$ cat src/rtl/multdiv_ctrl_pkg.sv
// multdiv_ctrl_pkg: state encoding and default timeout for the mult/div sequencer
package multdiv_ctrl_pkg;
   typedef enum logic [1:0] {IDLE = 2'd0, START = 2'd1, BUSY = 2'd2, DONE = 2'd3} state_t;
   localparam int TIMEOUT_DEF = 40;
endpackage

$ cat src/rtl/multdiv_ctrl_if.sv
// multdiv_ctrl_if: pipeline-side request, flush/stall and writeback bundle
interface multdiv_ctrl_if #(parameter int WIDTH = 32, parameter int TAG_W = 5);
   logic             req_valid;
   logic             req_ready;
   logic             req_is_mult;
   logic             req_is_div;
   logic [WIDTH-1:0] req_opA;
   logic [WIDTH-1:0] req_opB;
   logic [TAG_W-1:0] req_dest;
   logic             flush;
   logic             stall;
   logic             wb_valid;
   logic [TAG_W-1:0] wb_dest;
   logic [WIDTH-1:0] wb_data;
   logic             wb_exception;
   modport master (output req_valid, req_is_mult, req_is_div, req_opA, req_opB, req_dest, flush,
                   input req_ready, stall, wb_valid, wb_dest, wb_data, wb_exception);
   modport slave (input req_valid, req_is_mult, req_is_div, req_opA, req_opB, req_dest, flush,
                  output req_ready, stall, wb_valid, wb_dest, wb_data, wb_exception);
endinterface

$ cat src/rtl/multdiv_ctrl_mdu_timeout_counter.sv
// mdu_timeout_counter: 6-bit busy-cycle counter with sync clear and terminal count
module mdu_timeout_counter #(parameter int TC = 40) (
   input  logic clock,
   input  logic resetn,
   input  logic clr,
   input  logic en,
   output logic tc
);
   logic [5:0] cnt;
   always_ff @(posedge clock or negedge resetn)
      if (!resetn) cnt <= '0;
      else if (clr) cnt <= '0;
      else if (en) cnt <= cnt + 6'd1;
   assign tc = cnt == 6'(TC - 1);
endmodule

$ cat src/rtl/multdiv_ctrl.sv
// multdiv_ctrl: sequences one mult/div op at a time through the shared units to writeback
module multdiv_ctrl
   import multdiv_ctrl_pkg::*;
#(
   parameter int WIDTH   = 32,
   parameter int TAG_W   = 5,
   parameter int TIMEOUT = TIMEOUT_DEF
) (
   input  logic              clock,
   input  logic              resetn,
   multdiv_ctrl_if.slave     pipe,
   output logic              ctrl_MULT,
   output logic              ctrl_DIV,
   output logic [WIDTH-1:0]  mdu_opA,
   output logic [WIDTH-1:0]  mdu_opB,
   input  logic [WIDTH-1:0]  mult_result,
   input  logic              mult_exception,
   input  logic              mult_rdy,
   input  logic [WIDTH-1:0]  div_result,
   input  logic              div_exception,
   input  logic              div_rdy
);
   state_t           state, state_nx;
   logic             op_mult, op_div, cap_exc, accept, sel_rdy, finish, tc;
   logic [WIDTH-1:0] op_a, op_b, cap_data;
   logic [TAG_W-1:0] dest;
   assign accept  = state == IDLE && pipe.req_valid && (pipe.req_is_mult || pipe.req_is_div) && !pipe.flush;
   assign sel_rdy = op_mult ? mult_rdy : div_rdy;
   assign finish  = state == BUSY && !pipe.flush && (sel_rdy || tc);
   always_comb begin
      state_nx = state;
      case (state)
         IDLE:    state_nx = accept ? START : IDLE;
         START:   state_nx = pipe.flush ? IDLE : BUSY;
         BUSY:    state_nx = pipe.flush ? IDLE : (sel_rdy || tc) ? DONE : BUSY;
         default: state_nx = IDLE;
      endcase
   end
   always_ff @(posedge clock or negedge resetn)
      if (!resetn) state <= IDLE;
      else state <= state_nx;
   always_ff @(posedge clock or negedge resetn)
      if (!resetn) begin
         op_a     <= '0;
         op_b     <= '0;
         dest     <= '0;
         op_mult  <= 1'b0;
         op_div   <= 1'b0;
         cap_data <= '0;
         cap_exc  <= 1'b0;
      end else begin
         if (accept) begin
            op_a    <= pipe.req_opA;
            op_b    <= pipe.req_opB;
            dest    <= pipe.req_dest;
            op_mult <= pipe.req_is_mult;
            op_div  <= !pipe.req_is_mult;
         end
         // a unit ready beats a simultaneous timeout; timeout forces data 0 with exception
         if (finish) begin
            cap_data <= sel_rdy ? (op_mult ? mult_result : div_result) : '0;
            cap_exc  <= sel_rdy ? (op_mult ? mult_exception : div_exception) : 1'b1;
         end
      end
   mdu_timeout_counter #(.TC(TIMEOUT)) u_tmo (
      .clock (clock),
      .resetn(resetn),
      .clr   (state == START),
      .en    (state == BUSY),
      .tc    (tc)
   );
   assign pipe.req_ready    = state == IDLE;
   assign pipe.stall        = state == START || state == BUSY;
   assign ctrl_MULT         = state == START && op_mult;
   assign ctrl_DIV          = state == START && op_div;
   assign mdu_opA           = op_a;
   assign mdu_opB           = op_b;
   assign pipe.wb_valid     = state == DONE && !pipe.flush;
   assign pipe.wb_dest      = state == DONE ? dest : '0;
   assign pipe.wb_data      = state == DONE && !cap_exc ? cap_data : '0;
   assign pipe.wb_exception = state == DONE && cap_exc;
endmodule

$ cat src/flat_wrapper.sv
// flat-port wrapper written by rule: the top's interface ports become plain ports
module multdiv_ctrl_flat import multdiv_ctrl_pkg::*;
#(
   parameter int WIDTH   = 32,
   parameter int TAG_W   = 5,
   parameter int TIMEOUT = TIMEOUT_DEF
)
  (clock, resetn, ctrl_MULT, ctrl_DIV, mdu_opA, mdu_opB, mult_result, mult_exception, mult_rdy, div_result, div_exception, div_rdy, pipe_req_valid, pipe_req_is_mult, pipe_req_is_div, pipe_req_opA, pipe_req_opB, pipe_req_dest, pipe_flush, pipe_req_ready, pipe_stall, pipe_wb_valid, pipe_wb_dest, pipe_wb_data, pipe_wb_exception);
  multdiv_ctrl_if #(.WIDTH(WIDTH), .TAG_W(TAG_W)) pipe_i ();
  input  logic clock;
  input  logic resetn;
  output logic ctrl_MULT;
  output logic ctrl_DIV;
  output logic [WIDTH-1:0] mdu_opA;
  output logic [WIDTH-1:0] mdu_opB;
  input  logic [WIDTH-1:0] mult_result;
  input  logic mult_exception;
  input  logic mult_rdy;
  input  logic [WIDTH-1:0] div_result;
  input  logic div_exception;
  input  logic div_rdy;
  input wire logic [$bits(pipe_i.req_valid)-1:0] pipe_req_valid;
  input wire logic [$bits(pipe_i.req_is_mult)-1:0] pipe_req_is_mult;
  input wire logic [$bits(pipe_i.req_is_div)-1:0] pipe_req_is_div;
  input wire logic [$bits(pipe_i.req_opA)-1:0] pipe_req_opA;
  input wire logic [$bits(pipe_i.req_opB)-1:0] pipe_req_opB;
  input wire logic [$bits(pipe_i.req_dest)-1:0] pipe_req_dest;
  input wire logic [$bits(pipe_i.flush)-1:0] pipe_flush;
  output wire logic [$bits(pipe_i.req_ready)-1:0] pipe_req_ready;
  output wire logic [$bits(pipe_i.stall)-1:0] pipe_stall;
  output wire logic [$bits(pipe_i.wb_valid)-1:0] pipe_wb_valid;
  output wire logic [$bits(pipe_i.wb_dest)-1:0] pipe_wb_dest;
  output wire logic [$bits(pipe_i.wb_data)-1:0] pipe_wb_data;
  output wire logic [$bits(pipe_i.wb_exception)-1:0] pipe_wb_exception;
  assign pipe_i.req_valid = pipe_req_valid;
  assign pipe_i.req_is_mult = pipe_req_is_mult;
  assign pipe_i.req_is_div = pipe_req_is_div;
  assign pipe_i.req_opA = pipe_req_opA;
  assign pipe_i.req_opB = pipe_req_opB;
  assign pipe_i.req_dest = pipe_req_dest;
  assign pipe_i.flush = pipe_flush;
  assign pipe_req_ready = pipe_i.req_ready;
  assign pipe_stall = pipe_i.stall;
  assign pipe_wb_valid = pipe_i.wb_valid;
  assign pipe_wb_dest = pipe_i.wb_dest;
  assign pipe_wb_data = pipe_i.wb_data;
  assign pipe_wb_exception = pipe_i.wb_exception;
  multdiv_ctrl #(.WIDTH(WIDTH), .TAG_W(TAG_W), .TIMEOUT(TIMEOUT)) u_core (.clock(clock), .resetn(resetn), .pipe(pipe_i), .ctrl_MULT(ctrl_MULT), .ctrl_DIV(ctrl_DIV), .mdu_opA(mdu_opA), .mdu_opB(mdu_opB), .mult_result(mult_result), .mult_exception(mult_exception), .mult_rdy(mult_rdy), .div_result(div_result), .div_exception(div_exception), .div_rdy(div_rdy));
endmodule
$ cat config.mk
export PLATFORM = sky130hd
export DESIGN_NAME = multdiv_ctrl_flat
export DESIGN_NICKNAME = d
export VERILOG_FILES = /design/src/rtl/multdiv_ctrl_pkg.sv /design/src/rtl/multdiv_ctrl_if.sv /design/src/rtl/multdiv_ctrl_mdu_timeout_counter.sv /design/src/rtl/multdiv_ctrl.sv /design/src/flat_wrapper.sv
export SDC_FILE = /design/constraint.sdc
export NUM_CORES = 1
export LEC_CHECK = 0
export CAP_MARGIN = 15
export CORE_MARGIN = 2
export CORE_UTILIZATION = 38
export CTS_CLUSTER_DIAMETER = 200
export DETAILED_ROUTE_END_ITERATION = 6
export PLACE_DENSITY = 0.76
export SLEW_MARGIN = 20
export SYNTH_ARGS = -nofsm -noshare
export SYNTH_HDL_FRONTEND = slang
export SYNTH_SLANG_ARGS = --single-unit
export TNS_END_PERCENT = 1
$ cat constraint.sdc
create_clock -name clock -period 1.6 [get_ports clock]
set_clock_uncertainty 0.05 [all_clocks]
set_input_delay 0.32 -clock clock [delete_from_list [all_inputs] [get_ports clock]]
set_output_delay 0.32 -clock clock [all_outputs]
set_load 0.05 [all_outputs]
==> impl_results.md <==
* Period utilization at 124%
* Failing checks: negative setup slack
* GPL Wtd Cong at approximately 0.75
* Mapped Nets at approximately 540
* Fin. Hold Viols at 0
* Critical path launch point: u_core.state[1]
* Share of layout cells above drive strength 1 at between 40% and 50%
* Hold Path Class: in2async
* Via count at between 4,000 and 5,000
* Nets at slightly above 800
* Dpl ws at -0.399 ns
* Initial detailed-routing violation count at approximately 90
* Power Total at roughly 13 mW
* Top cell type by total area after synthesis: dfrtp_1
* CTS root buffer: clkbuf_16
* Critical path class: reg2out
* Diodes inserted at 0
* Synth unique cells at 35
* Post-Synthesis Cell Area at ~5500 um2
* Yosys Warn Count at 0
* Slew headroom at between 70% and 80%
* WL/cell at between 15 and 20 um
* Max Cap Viol at 0
* CP required at 1.23 ns
* Ys async rst share at between 90% and 100%
* P_leak at roughly 4.3 nW
* CP Cell Sequence: ha_4 > nor2b_4 > buf_4 > and2_2 > buf_12
* Worst Tran Pin Value at ~0.42 ns
* Crit end category: primary output
* IR drop worst, VDD at 1.10 mV
* Reg-to-Reg Start: u_core.state[0]
* Final design utilization at 69.1%
* Antenna violations before repair at 0
* Most frequent cells in the layout: clkdlybuf4s50_1, buf_12, dfrtp_1
* CP max-delay cell: dfrtp_2
* Die height at between 100 and 150 um
* Fin Hold WS at 0.372 ns
* CP Max Fanout at 6
* Vias/cell at 4.79
* CP Data Arrival Time at around 1.6 ns
* Synth Instances at about 400
* Setup-failing EPs final at between 100 and 150
* H-tree depth at 3
* Largest cells by area after synthesis: dfrtp_1, mux2_4, mux2i_1
* TritonCTS buffer count at 9
* Later-pin clock latency in the skew report at roughly 0.35 ns
* DRC at 0
* RSZ-0062 raised after global routing: true
* CTS tree: done
* DP HPWL at approximately 12 mm
* EDFF count, synth at 0
* Area taken by multi-input logic gates at 2570 um2
* Reg area at roughly 2800 um2
* Mapped Avg Cell Area at between 10 and 15 um2
* Drt pass-1 iters at 4
* Final setup TNS at -36.63 ns
* Area grow syn2layout at 79.6%
* Area of the die at between 15,000 and 20,000 um2
* Vias in the first global route at 4,637
* Largest net degree at the start of global routing at 63
* Startpoint types: flop
* Fillers at ~940
* PwrDens at 1350 nW/um2
* Num ports at 250
* Max Fclk at about 500 MHz
* Max Root-Sink Buffers at 2
* Buf+Inv Stages, Crit Path at 2
* First-pass GRT wire length at 25.3 mm
* Primary FF master, synth: dfrtp_1
* Antenna Violating Nets Remaining at 0
* Leading cell type in the layout, fill and taps excluded: clkdlybuf4s50_1
* Critical path's top delay family: flip-flops
* Min Tclk post-route at 1.99 ns
* Worst path max stage delay at between 0.4 and 0.5 ns
* Area share of the leading cell type in the synthesized netlist at 50.7%
* Sink Count at ~110
* Status: finished with violations
* Sequential share of the synthesized area at 50.7%
* GRT Overall Usage at around 21%
* Final Slew Violations at 0
* Die width at approximately 120 um
* Routed WL at between 15 and 20 mm
* Initial core utilization at slightly below 40%
* Fin worst setup slack at -0.392 ns
* Cell row count at between 40 and 50
* Grt ovf at 0
* Worst-path clk slew at around 0.070 ns
* Number of synthesized register bits at between 100 and 150
* Number of port buffers at ~250
* Core area at ~14,000 um2
[cell usage after synthesis, drive strengths merged, types with 2 or more instances]
cell and n:
dfrtp 112, mux2 73, mux2i 66, and2 40
o21ai 34, buf 17, clkbuf 11, ha 6
inv 6, a21oi 3, nand2 3, nor2 3
nor2b 2, o22ai 2
[area by class of cell]
type                       count  area share (%)
multi-input combinational    248            25.9
tap                          184            2.32
clock buffer                  12            2.69
inverter                       6           0.252
sequential                   112            28.3
clock inverter                 4           0.517
timing repair buffer         287            40.1
[power by group]
group          total (mW)  internal (mW)  switching (mW)
combinational        6.35           3.44            2.91
sequential           4.67           3.82           0.856
clock                2.37           1.34            1.02
[sequential cells by signal (all words and copies together), names as in the netlist]
signal	flops
u_core.cap_exc	1
u_core.cap_data	32
u_core.op_div	1
u_core.op_mult	1
u_core.u_tmo.cnt	6
u_core.dest	5
u_core.mdu_opA	32
u_core.state	2
u_core.mdu_opB	32
[stage by stage]
| stage | instances | cell area, um2 |
|---|---|---|
| 2_1_floorplan | 394 | 5580 |
| 3_3_place_gp | 834 | 9470 |
| 3_5_place_dp | 834 | 9470 |
| 4_1_cts | 853 | 9890 |
| 5_1_grt | 853 | 9920 |
| 6_report | 853 | 9920 |
[final timing paths]
check                           cells past startpoint             endpoint  slack (ns)
min in group clock                                  1       u_core.dest[2]        0.47
worst max register to register                      7    u_core.mdu_opB[3]       -0.30
max in group asynchronous                           3  u_core.cap_data[30]        0.42
worst min register to register                      1       u_core.dest[2]        0.47
worst max-delay path                                5     pipe_wb_data[30]       -0.39
worst min-delay path                                2  u_core.u_tmo.cnt[3]        0.37
[repair_timing]
action                                  in CTS  in global routing
hold buffers                                 1                  0
gates resized for setup                     27                 17
buffers inserted                             1                  0
hold endpoints to repair                    17                  0
endpoints found under the setup margin     147                148
pin swaps                                    4                  1
cloned                                       1                  0
[logic make-up after synthesis]
logic type               after synthesis  share of synthesized area (%)
AO/OA/AOI/OAI                         44                           4.46
buffers and inverters                 34                           5.30
AND/OR/NAND/NOR                       58                           6.50
multiplexers                         139                           31.5
XOR/XNOR                               1                          0.159
flip-flops                           112                           50.7
adder cells (fa/ha/maj)                6                           1.36
[per-layer routing]
layer	vias to the layer above	part of all wire [%]	GRT usage, %
met5	-	0	0
met4	0	1.1	4.49
met3	15	9.9	9.32
met2	170	50	35.1
met1	1987	39	24.0
li1	1918	-	-
(Power assumes the default switching activity.)
